**src/rtl/game_ctrl.sv**
```systemverilog
`default_nettype none
// ============================================================================
// Module  : game_ctrl
// Brief   : Brick-game round sequencer. Tracks lives, paces the physics tick
//           and drives the paddle control byte (joystick or auto-track).
// Revision: 1.0 - initial release
// ============================================================================
module game_ctrl #(
  parameter int TICK_DIV    = 100000,
  parameter int LIVES       = 3,
  parameter int SERVE_TICKS = 120,
  parameter int DEADZONE    = 4,
  parameter int FAST_ZONE   = 40
) (
  input  logic        clk,
  input  logic        rst,
  input  logic        start_btn,
  input  logic        pause_btn,
  input  logic        auto_mode,
  input  logic [7:0]  joy_ctrl,
  input  logic [10:0] ball_x,
  input  logic [10:0] x_paddle,
  input  logic        ball_lost,
  input  logic [7:0]  bricks_left,
  output logic [7:0]  paddle_ctrl,
  output logic        paddle_rst_n,
  output logic        tick,
  output logic [2:0]  state,
  output logic [2:0]  lives
);

  typedef enum logic [2:0] {
    ST_IDLE  = 3'd0,
    ST_SERVE = 3'd1,
    ST_PLAY  = 3'd2,
    ST_PAUSE = 3'd3,
    ST_LOST  = 3'd4,
    ST_OVER  = 3'd5,
    ST_WIN   = 3'd6
  } state_t;

  localparam int c_tick_w  = (TICK_DIV > 2) ? $clog2(TICK_DIV) : 1;
  localparam int c_serve_w = (SERVE_TICKS > 1) ? $clog2(SERVE_TICKS + 1) : 1;
  localparam logic [c_tick_w-1:0]  c_tick_max   = c_tick_w'(TICK_DIV - 1);
  localparam logic [c_serve_w-1:0] c_serve_last = c_serve_w'(SERVE_TICKS - 1);
  localparam logic [2:0]           c_lives_init = 3'(LIVES);
  localparam logic signed [11:0]   c_fast_p     = 12'(FAST_ZONE);
  localparam logic signed [11:0]   c_fast_n     = 12'(-FAST_ZONE);
  localparam logic signed [11:0]   c_dead_p     = 12'(DEADZONE);
  localparam logic signed [11:0]   c_dead_n     = 12'(-DEADZONE);

  state_t                 r_state;
  state_t                 w_next_state;
  logic [2:0]             r_lives;
  logic [2:0]             w_next_lives;
  logic [c_tick_w-1:0]    r_tick_cnt;
  logic [c_serve_w-1:0]   r_serve_cnt;
  logic                   r_start_prev;
  logic                   r_pause_prev;
  logic                   r_tick;
  logic [7:0]             r_paddle_ctrl;
  logic                   r_paddle_rst_n;
  logic                   w_start_rise;
  logic                   w_pause_rise;
  logic                   w_running;
  logic                   w_tick_evt;
  logic signed [11:0]     w_dx;
  logic [7:0]             w_auto_ctrl;
  logic [7:0]             w_next_ctrl;

  assign w_start_rise = start_btn & ~r_start_prev;
  assign w_pause_rise = pause_btn & ~r_pause_prev;
  assign w_running    = (r_state == ST_SERVE) || (r_state == ST_PLAY);
  assign w_tick_evt   = w_running && (r_tick_cnt == c_tick_max);

  // Both operands zero-extended so the 12-bit difference cannot overflow.
  assign w_dx = $signed({1'b0, ball_x}) - $signed({1'b0, x_paddle});

  always_comb begin
    w_auto_ctrl = 8'h80;
    if (w_dx > c_fast_p)       w_auto_ctrl = 8'hE0;
    else if (w_dx > c_dead_p)  w_auto_ctrl = 8'hA0;
    else if (w_dx < c_fast_n)  w_auto_ctrl = 8'h20;
    else if (w_dx < c_dead_n)  w_auto_ctrl = 8'h60;
  end

  always_comb begin
    w_next_ctrl = 8'h80;
    if (r_state == ST_PLAY) begin
      w_next_ctrl = auto_mode ? w_auto_ctrl : joy_ctrl;
    end
  end

  always_comb begin
    w_next_state = r_state;
    w_next_lives = r_lives;
    case (r_state)
      ST_IDLE: begin
        if (w_start_rise) begin
          w_next_state = ST_SERVE;
          w_next_lives = c_lives_init;
        end
      end
      ST_SERVE: begin
        if (w_tick_evt && (r_serve_cnt == c_serve_last)) w_next_state = ST_PLAY;
      end
      ST_PLAY: begin
        if (bricks_left == 8'd0)  w_next_state = ST_WIN;
        else if (ball_lost)       w_next_state = ST_LOST;
        else if (w_pause_rise)    w_next_state = ST_PAUSE;
      end
      ST_PAUSE: begin
        if (w_pause_rise) w_next_state = ST_PLAY;
      end
      ST_LOST: begin
        if (r_lives != 3'd0) w_next_lives = r_lives - 3'd1;
        w_next_state = (r_lives <= 3'd1) ? ST_OVER : ST_SERVE;
      end
      ST_OVER, ST_WIN: begin
        if (w_start_rise) w_next_state = ST_IDLE;
      end
      default: w_next_state = ST_IDLE;
    endcase
  end

  always_ff @(posedge clk or negedge rst) begin
    if (!rst) begin
      r_state        <= ST_IDLE;
      r_lives        <= 3'd0;
      r_tick_cnt     <= '0;
      r_serve_cnt    <= '0;
      r_start_prev   <= 1'b0;
      r_pause_prev   <= 1'b0;
      r_tick         <= 1'b0;
      r_paddle_ctrl  <= 8'h80;
      r_paddle_rst_n <= 1'b1;
    end else begin
      r_state       <= w_next_state;
      r_lives       <= w_next_lives;
      r_start_prev  <= start_btn;
      r_pause_prev  <= pause_btn;
      r_tick        <= w_tick_evt && (r_state == ST_PLAY);
      r_paddle_ctrl <= w_next_ctrl;
      // Recentre strobe is low only on the first cycle spent in SERVE.
      r_paddle_rst_n <= !((w_next_state == ST_SERVE) && (r_state != ST_SERVE));

      if (w_running) begin
        r_tick_cnt <= w_tick_evt ? '0 : r_tick_cnt + 1'b1;
      end else if (r_state != ST_PAUSE) begin
        r_tick_cnt <= '0;
      end

      if (r_state != ST_SERVE) begin
        r_serve_cnt <= '0;
      end else if (w_tick_evt) begin
        r_serve_cnt <= r_serve_cnt + 1'b1;
      end
    end
  end

  assign paddle_ctrl  = r_paddle_ctrl;
  assign paddle_rst_n = r_paddle_rst_n;
  assign tick         = r_tick;
  assign state        = r_state;
  assign lives        = r_lives;

endmodule
`default_nettype wire

```
**config.mk**
```make
export PLATFORM = sky130hd
export DESIGN_NAME = game_ctrl
export DESIGN_NICKNAME = d
export VERILOG_FILES = /design/src/rtl/game_ctrl.sv
export SDC_FILE = /design/constraint.sdc
export NUM_CORES = 1
export LEC_CHECK = 0
export CAP_MARGIN = 5
export CORE_ASPECT_RATIO = 1.4
export CORE_UTILIZATION = 51
export DETAILED_ROUTE_END_ITERATION = 16
export HOLD_SLACK_MARGIN = 0.02
export MAX_ROUTING_LAYER = met4
export PLACE_DENSITY_LB_ADDON = 0.12
export SETUP_SLACK_MARGIN = 0.3
export SKIP_LAST_GASP = 1
export SYNTH_ARGS = -nofsm -noshare
export SYNTH_HDL_FRONTEND = slang
export SYNTH_SLANG_ARGS = --single-unit
```
**constraint.sdc**
```tcl
create_clock -name clk -period 3.45 [get_ports clk]
set_clock_uncertainty 0.05 [all_clocks]
set_input_delay 0.69 -clock clk [delete_from_list [all_inputs] [get_ports clk]]
set_output_delay 0.69 -clock clk [all_outputs]
set_load 0.02 [all_outputs]
```
==> metrics.md <==
| Metric | Value |
|---|---|
| Status | finished clean |
| Routed length per instance | 14.4 um |
| Critical Path, Cell by Cell | clkdlybuf4s50_1 -> inv_1 -> ha_1 -> a21oi_1 -> nand2_1 -> o41ai_4 -> buf_4 -> buf_4 -> xnor2_1 -> a2111o_1 -> nor4_2 -> o31ai_1 |
| Detailed Route WL | 6.39 mm |
| EDFF count, synth | 0 |
| Die Wd | 64.0 um |
| Power Dens Cells | 444 mW/mm^2 |
| Setup TNS Final | 0 ns |
| Synth Warn # | 0 |
| # DRC | 0 |
| Post-placement setup slack | -0.314 ns |
| Maximum vdd ir drop | 0.000189 V |
| Worst-path clk slew | 0.09 ns |
| CTS tree | done |
| Post-synthesis sequential area ratio | 38.4% |
| Io pins | 60 |
| Fill cells | 432 |
| Max incr delay on CP | 0.45 ns |
| CTS Sinks | 42 |
| Root Driver | clkbuf_8 |
| Area fraction in compound gates after synthesis | 17.8% |
| Top FF cell, synth | dfrtp_1 |
| Initial Utilization | 53.2% |
| Clk Latency, worst-skew pair | 0.30 ns |
| Crit path required time | 3.59 ns |
| Final non-filler cell total | 445 |
| Std cell rows | 31 |
| Slew @ Worst Pin | 0.925 ns |
| GRT overflow | 0 |
| Cell Area, Synth | 0.00274 mm^2 |
| Placed inst area | 0.00344 mm^2 |
| Critical-path top delay cell | clkdlybuf4s50_1 |
| DR vias | 2539 |
| Syn nets | 372 |
| Ys async rst share | 100% |
| Period Utilization, post-route | 88.8% |
| Critical Path End Type | flip-flop |
| Final max-slew violation count | 0 |
| Reg area | 0.00105 mm^2 |
| Crit path top cell by count | buf_4 |
| Share of post-route cells with drive strength above 1 | 10.0% |
| Drt via density | 5.71 |
| Initial antenna violation count | 0 |
| Leak Pwr | 1.60 nW |
| Mux cell area share after synthesis | 1.09% |
| Finished Core Util | 71.1% |
| Die area | 0.00568 mm^2 |
| Final HPWL DP | 4.70 mm |
| Flop-to-flop setup slack | 0.88 ns |
| Vias in the first global route | 2464 |
| IO buf count | 59 |
| Pin count of the biggest net entering global routing | 43 |
| Worst-path maximum fanout | 5 |
| Multi-input logic area | 0.00168 mm^2 |
| Critical Path Start Type | input pin |
| Clock tree buffer depth | 2 |
| Adder-cell share of the synthesized area | 8.03% |
| Crit path kind | input pin to flip-flop |
| Max-Cap Viols | 0 |
| Number of library cell types mapped by synthesis | 52 |
| Design Area, Final | 0.00367 mm^2 |
| Antenna Cells | 0 |
| Worst hold path class | input pin to async pin |
| Gpl congestion | 0.917 |
| Inst Count DP | 436 |
| Largest family of logic cells by synthesized area | simple AND/OR/NAND/NOR gates |
| XOR/XNOR Fraction of Synth Area | 5.75% |
| Final setup fails | 0 |
| Avg Synthesized Cell Area | 8.82 um^2 |
| H-tree depth | 2 |
| Core region area | 0.00516 mm^2 |
| Final nets | 439 |
| Slew margin rel. | 38.1% |
| Layout Area Growth over Synthesis | 33.7% |
| 1st-pass router iterations | 4 |
| Synth Register Bits | 42 |
| Die H | 88.8 um |
| Final min period | 3.07 ns |
| RSZ-0062 raised after global routing | yes |
| Global Route Usage Sum | 23.8% |
| Worst path arrival time | 3.20 ns |
| Setup ws final | 0.385 ns |
| Fmax | 326 MHz |
| Post-DRT Antenna Nets | 0 |
| First-pass GRT wire length | 10.3 mm |
| Final Hold Viols | 0 |
| Syn Inst Count | 311 |
| Post-Synth Simple-Gate Area | 25.5% |
| Initial DRC Count | 84 |
| TritonCTS buffer count | 5 |
-- cells by family after synthesis --
logic type	after synthesis
xor gates and xnor gates	18
adders and majority gates	17
DFF	42
and+or+nand+nor	129
buffers and inverters	25
AOI/OAI and AO/OA	77
muxes	3
-- routing by layer --
metal | wire length, um | track usage, % | vias to the layer above | part of all wire (%)
met5 | 0 | - | - | 0
met1 | 2390 | 23.6 | 1217 | 37
met4 | 129 | 10.5 | 0 | 2.0
met3 | 206 | 2.84 | 13 | 3.2
met2 | 3670 | 46.0 | 65 | 57
li1 | - | - | 1244 | -
-- flip-flops by register name, summed over array words and instances, names as in the netlist --
| signal | cells |
|---|---|
| r_tick_cnt | 17 |
| r_start_prev | 1 |
| state | 3 |
| paddle_ctrl | 8 |
| r_pause_prev | 1 |
| r_serve_cnt | 7 |
| lives | 3 |
| tick | 1 |
| paddle_rst_n | 1 |
-- power by group --
group          internal (mW)  total (mW)  switching [mW]
Combinational          0.247       0.559           0.312
Sequential             0.539       0.597          0.0576
Clock                  0.290       0.472           0.182
Total                   1.08        1.63           0.552
-- repair_timing --
item,CTS,global route
hold buffers,0,0
endpoints found under the setup margin,3,3
pin swaps,4,8
setup buffers,1,0
gates resized for setup,7,8
-- path summary, 6_finish.rpt --
path                                             end                       from  cells past startpoint
setup / recovery            paddle_ctrl[5]$_DFF_PN0_                x_paddle[8]                     12
hold / removal              paddle_ctrl[5]$_DFF_PN0_                        rst                      1
setup reg to reg                  state[0]$_DFF_PN0_  r_tick_cnt[6]$_DFFE_PN0P_                      7
hold reg to reg            r_tick_cnt[1]$_DFFE_PN0P_  r_tick_cnt[1]$_DFFE_PN0P_                      2
max in group asynchronous     r_pause_prev$_DFF_PN0_                        rst                      1
min in group clk           r_tick_cnt[1]$_DFFE_PN0P_  r_tick_cnt[1]$_DFFE_PN0P_                      2
-- worst max-delay path, delay by kind of cell --
| family | cells | cell delay [ns] |
|---|---|---|
| xor+xnor | 1 | 0.05 |
| compound gates | 4 | 1.08 |
| buf+inv | 4 | 0.74 |
| fa+ha+maj | 1 | 0.34 |
| simple gates | 2 | 0.30 |
-- cell usage after synthesis (all sizes together), types with 2 or more instances --
| library cell | n | share of area (%) |
|---|---|---|
| or4b | 2 | 0.87 |
| o21ai | 32 | 5.8 |
| nand3 | 8 | 1.5 |
| ha | 16 | 7.3 |
| or3 | 2 | 0.46 |
| nand2 | 28 | 3.8 |
| o22ai | 3 | 0.68 |
| a22o | 2 | 0.64 |
| a21oi | 10 | 1.8 |
| xnor2 | 8 | 2.6 |
| and2 | 7 | 1.7 |
| a21o | 3 | 0.82 |
| nor4 | 5 | 1.7 |
| and3 | 11 | 2.6 |
| o41ai | 4 | 1.3 |
| nand4 | 6 | 1.6 |
| o21a | 4 | 1.1 |
| nor2 | 29 | 4.0 |
| clkbuf | 6 | 0.82 |
| a22oi | 3 | 0.82 |
| nand2b | 10 | 2.3 |
| xor2 | 10 | 3.2 |
| nor3 | 7 | 1.3 |
| mux2i | 3 | 1.1 |
| inv | 18 | 2.5 |
| dfrtp | 40 | 36 |
| nor2b | 8 | 1.8 |
| dfstp | 2 | 1.9 |
| o31ai | 5 | 1.4 |
| a31oi | 2 | 0.46 |
| nand4b | 2 | 0.64 |
-- metrics by stage --
step / power, mW / hold WS (ns)
3_3_place_gp: 1.12 / 0.435
3_5_place_dp: 1.14 / 0.456
2_1_floorplan: 0.948 / 0.344
6_report: 1.63 / 0.463
5_1_grt: 1.73 / 0.492
4_1_cts: 1.62 / 0.474
-- final cells by class --
type                       instances  area share (%)
inverter                          18            1.84
sequential                        42            28.7
tap                               66            2.25
clock buffer                       5            1.88
timing repair buffer              67            17.7
clock inverter                     3            1.88
multi-input combinational        244            45.7
-- layout by cell type, fill, tap and decap left out, drive strengths merged, types with 3 or more instances in the layout --
| master | count |
|---|---|
| a21o | 3 |
| a21oi | 10 |
| a22oi | 3 |
| and2 | 7 |
| and3 | 11 |
| buf | 9 |
| clkbuf | 5 |
| clkdlybuf4s50 | 56 |
| dfrtp | 40 |
| ha | 16 |
| inv | 18 |
| mux2i | 3 |
| nand2 | 28 |
| nand2b | 10 |
| nand3 | 8 |
| nand4 | 6 |
| nor2 | 29 |
| nor2b | 8 |
| nor3 | 7 |
| nor4 | 5 |
| o21a | 4 |
| o21ai | 32 |
| o22ai | 3 |
| o31ai | 5 |
| o41ai | 4 |
| xnor2 | 8 |
| xor2 | 10 |
Power figures use the tool's default switching activity.
==> RTL edit, RTL diff (config.mk and constraints unchanged) <==
Remove the register `r_paddle_ctrl`: a continuous assignment takes its place, so the output `paddle_ctrl` follows one clock earlier.
--- a/src/rtl/game_ctrl.sv
+++ b/src/rtl/game_ctrl.sv
@@ -132,7 +132,6 @@
       r_start_prev   <= 1'b0;
       r_pause_prev   <= 1'b0;
       r_tick         <= 1'b0;
-      r_paddle_ctrl  <= 8'h80;
       r_paddle_rst_n <= 1'b1;
     end else begin
       r_state       <= w_next_state;
@@ -140,7 +139,6 @@
       r_start_prev  <= start_btn;
       r_pause_prev  <= pause_btn;
       r_tick        <= w_tick_evt && (r_state == ST_PLAY);
-      r_paddle_ctrl <= w_next_ctrl;
       // Recentre strobe is low only on the first cycle spent in SERVE.
       r_paddle_rst_n <= !((w_next_state == ST_SERVE) && (r_state != ST_SERVE));
 
@@ -158,6 +156,8 @@
     end
   end
 
+  assign r_paddle_ctrl = w_next_ctrl;
+
   assign paddle_ctrl  = r_paddle_ctrl;
   assign paddle_rst_n = r_paddle_rst_n;
   assign tick         = r_tick;
Behaviour: same outputs for any inputs over 10 cycles, from zero or initial values and one cycle with rst low; that may be too few to reach the edited logic, so the function may still have changed.
==> RTL edit against the original RTL <==
- the flow now finishes with violations (negative setup slack)
- power decreased by 2.6%
- final cell count increased by 11%
- synthesized cell count rose by 7.1%
- global-route usage increased by 3.8 points
- fmax down 23%
- setup slack got worse by 920 ps
- design area up 8.8%
- routed wire length increased by 16%
- clock power fell by 35%
- die area decreased by 1.4%
- area after synthesis shrank 1.4%
- sequential cell count fell by 8
- largest cell class unchanged
- largest power group is now combinational logic
- highest routed layer unchanged
==> RTL edit: results <==
{
  "clock_buffers": 6,
  "placed_area_mm2": 0.00370,
  "path_clk_slew_ps": 70,
  "critPathTopFamily": "simple AND/OR/NAND/NOR gates",
  "crit_end": "paddle_ctrl[6]",
  "cts_setup_buffers": 3,
  "setup_viol": 3,
  "synthXorXnorAreaFrac_pct": 5.18,
  "wl_met1_um": 3030,
  "rr_startpoint": "r_tick_cnt[0]$_DFFE_PN0P_",
  "crit_slowest_cell": "or4_4",
  "r2r_cells": 8,
  "cts_sinks": 34,
  "worstHoldPathType": "flop to flop",
  "min_from": "r_tick_cnt[12]$_DFFE_PN0P_",
  "wire_per_inst_um": 14.9,
  "ir_drop_uv": 284,
  "fillers": 372,
  "crit_path_start": "x_paddle[5]",
  "multi_input_area_mm2": 0.00195,
  "final-clk-cell-share_pct": 2.38,
  "synthMuxAreaShare_pct": 1.11,
  "ff2ff_setup_slack_ps": 810,
  "ys_seq_area_share_pct": 31.5,
  "seq_area_um2": 852,
  "synthTopCellsByCount": "dfrtp_1 (33), nor2_1 (29), nand2_1 (24), o21ai_0 (22), o21ai_1 (20)",
  "tightest_slew_ps": 754,
  "yosysUniqueCellTypes": 54,
  "met1_usage_pct": 29.3,
  "grt_pass1_vias": 2680,
  "nNonClkBuffers": 105,
  "violations": "negative setup slack",
  "run_status": "finished with violations",
  "layout.nets": 489,
  "grtUsageMet3_pct": 3.13,
  "dp_hpwl_um": 5220,
  "clock_latency_ps": 290,
  "path_max_fanout": 6,
  "grt_max_degree": 35,
  "gp_congestion": 0.874,
  "synth_nets": 394,
  "multi_input_cells": 264,
  "met3WireLength_um": 186,
  "synthTopCellsByArea": "dfrtp_1 (31%), ha_1 (7.4%), o21ai_0 (4.1%), nor2_1 (4.0%), o21ai_1 (3.7%)",
  "grt_pass1_wl_um": 11800,
  "setup_ws_ps": -539,
  "via_per_inst": 5.72,
  "wl_met2_um": 4020,
  "place_ws_ps": -1420,
  "synth-compound-area-share_pct": 20.4,
  "portBuffers": 59,
  "buf_share_pct": 23.4,
  "grt_use_total_pct": 27.6,
  "slowest_delay_ps": 510,
  "syn_avg_cell_area_um2": 8.12,
  "use_met2_pct": 50.7,
  "ctsResizeCount": 57,
  "dr.first_iter.drc_count": 155,
  "switchingPower_uw": 622,
  "power.leakage_uw": 0.00170
}
## RTL edit: changes by cell type after synthesis, sizes merged, moves of 4 or more
cell	change
dfrtp	-7
a21oi	+5
o41ai	-4
clkbuf	+9
nand3	+8
nand4	+5
nand2	-4
o21ai	+10
## RTL edit: through the flow
| step | hold slack, ps | instances | TNS, ps | util, % | power (µW) |
|---|---|---|---|---|---|
| after floorplan | 344 | 333 | -124 | - | 959 |
| after global placement | 438 | 482 | -3820 | 72.2 | 1190 |
| after detailed placement | 443 | 482 | -4010 | 72.2 | 1210 |
| after CTS | 451 | 493 | -1440 | 76.8 | 1560 |
| after global routing | 467 | 495 | -1740 | 78.0 | 1690 |
| final | 449 | 495 | -1550 | 78.0 | 1590 |
## RTL edit: power by group through the flow
stage	Sequential, µW	Clock, µW	Combinational [µW]
floorplan	539	0	421
global placement	517	0	676
detailed placement	520	0	692
CTS	513	315	732
global route	526	335	831
finish	513	309	763
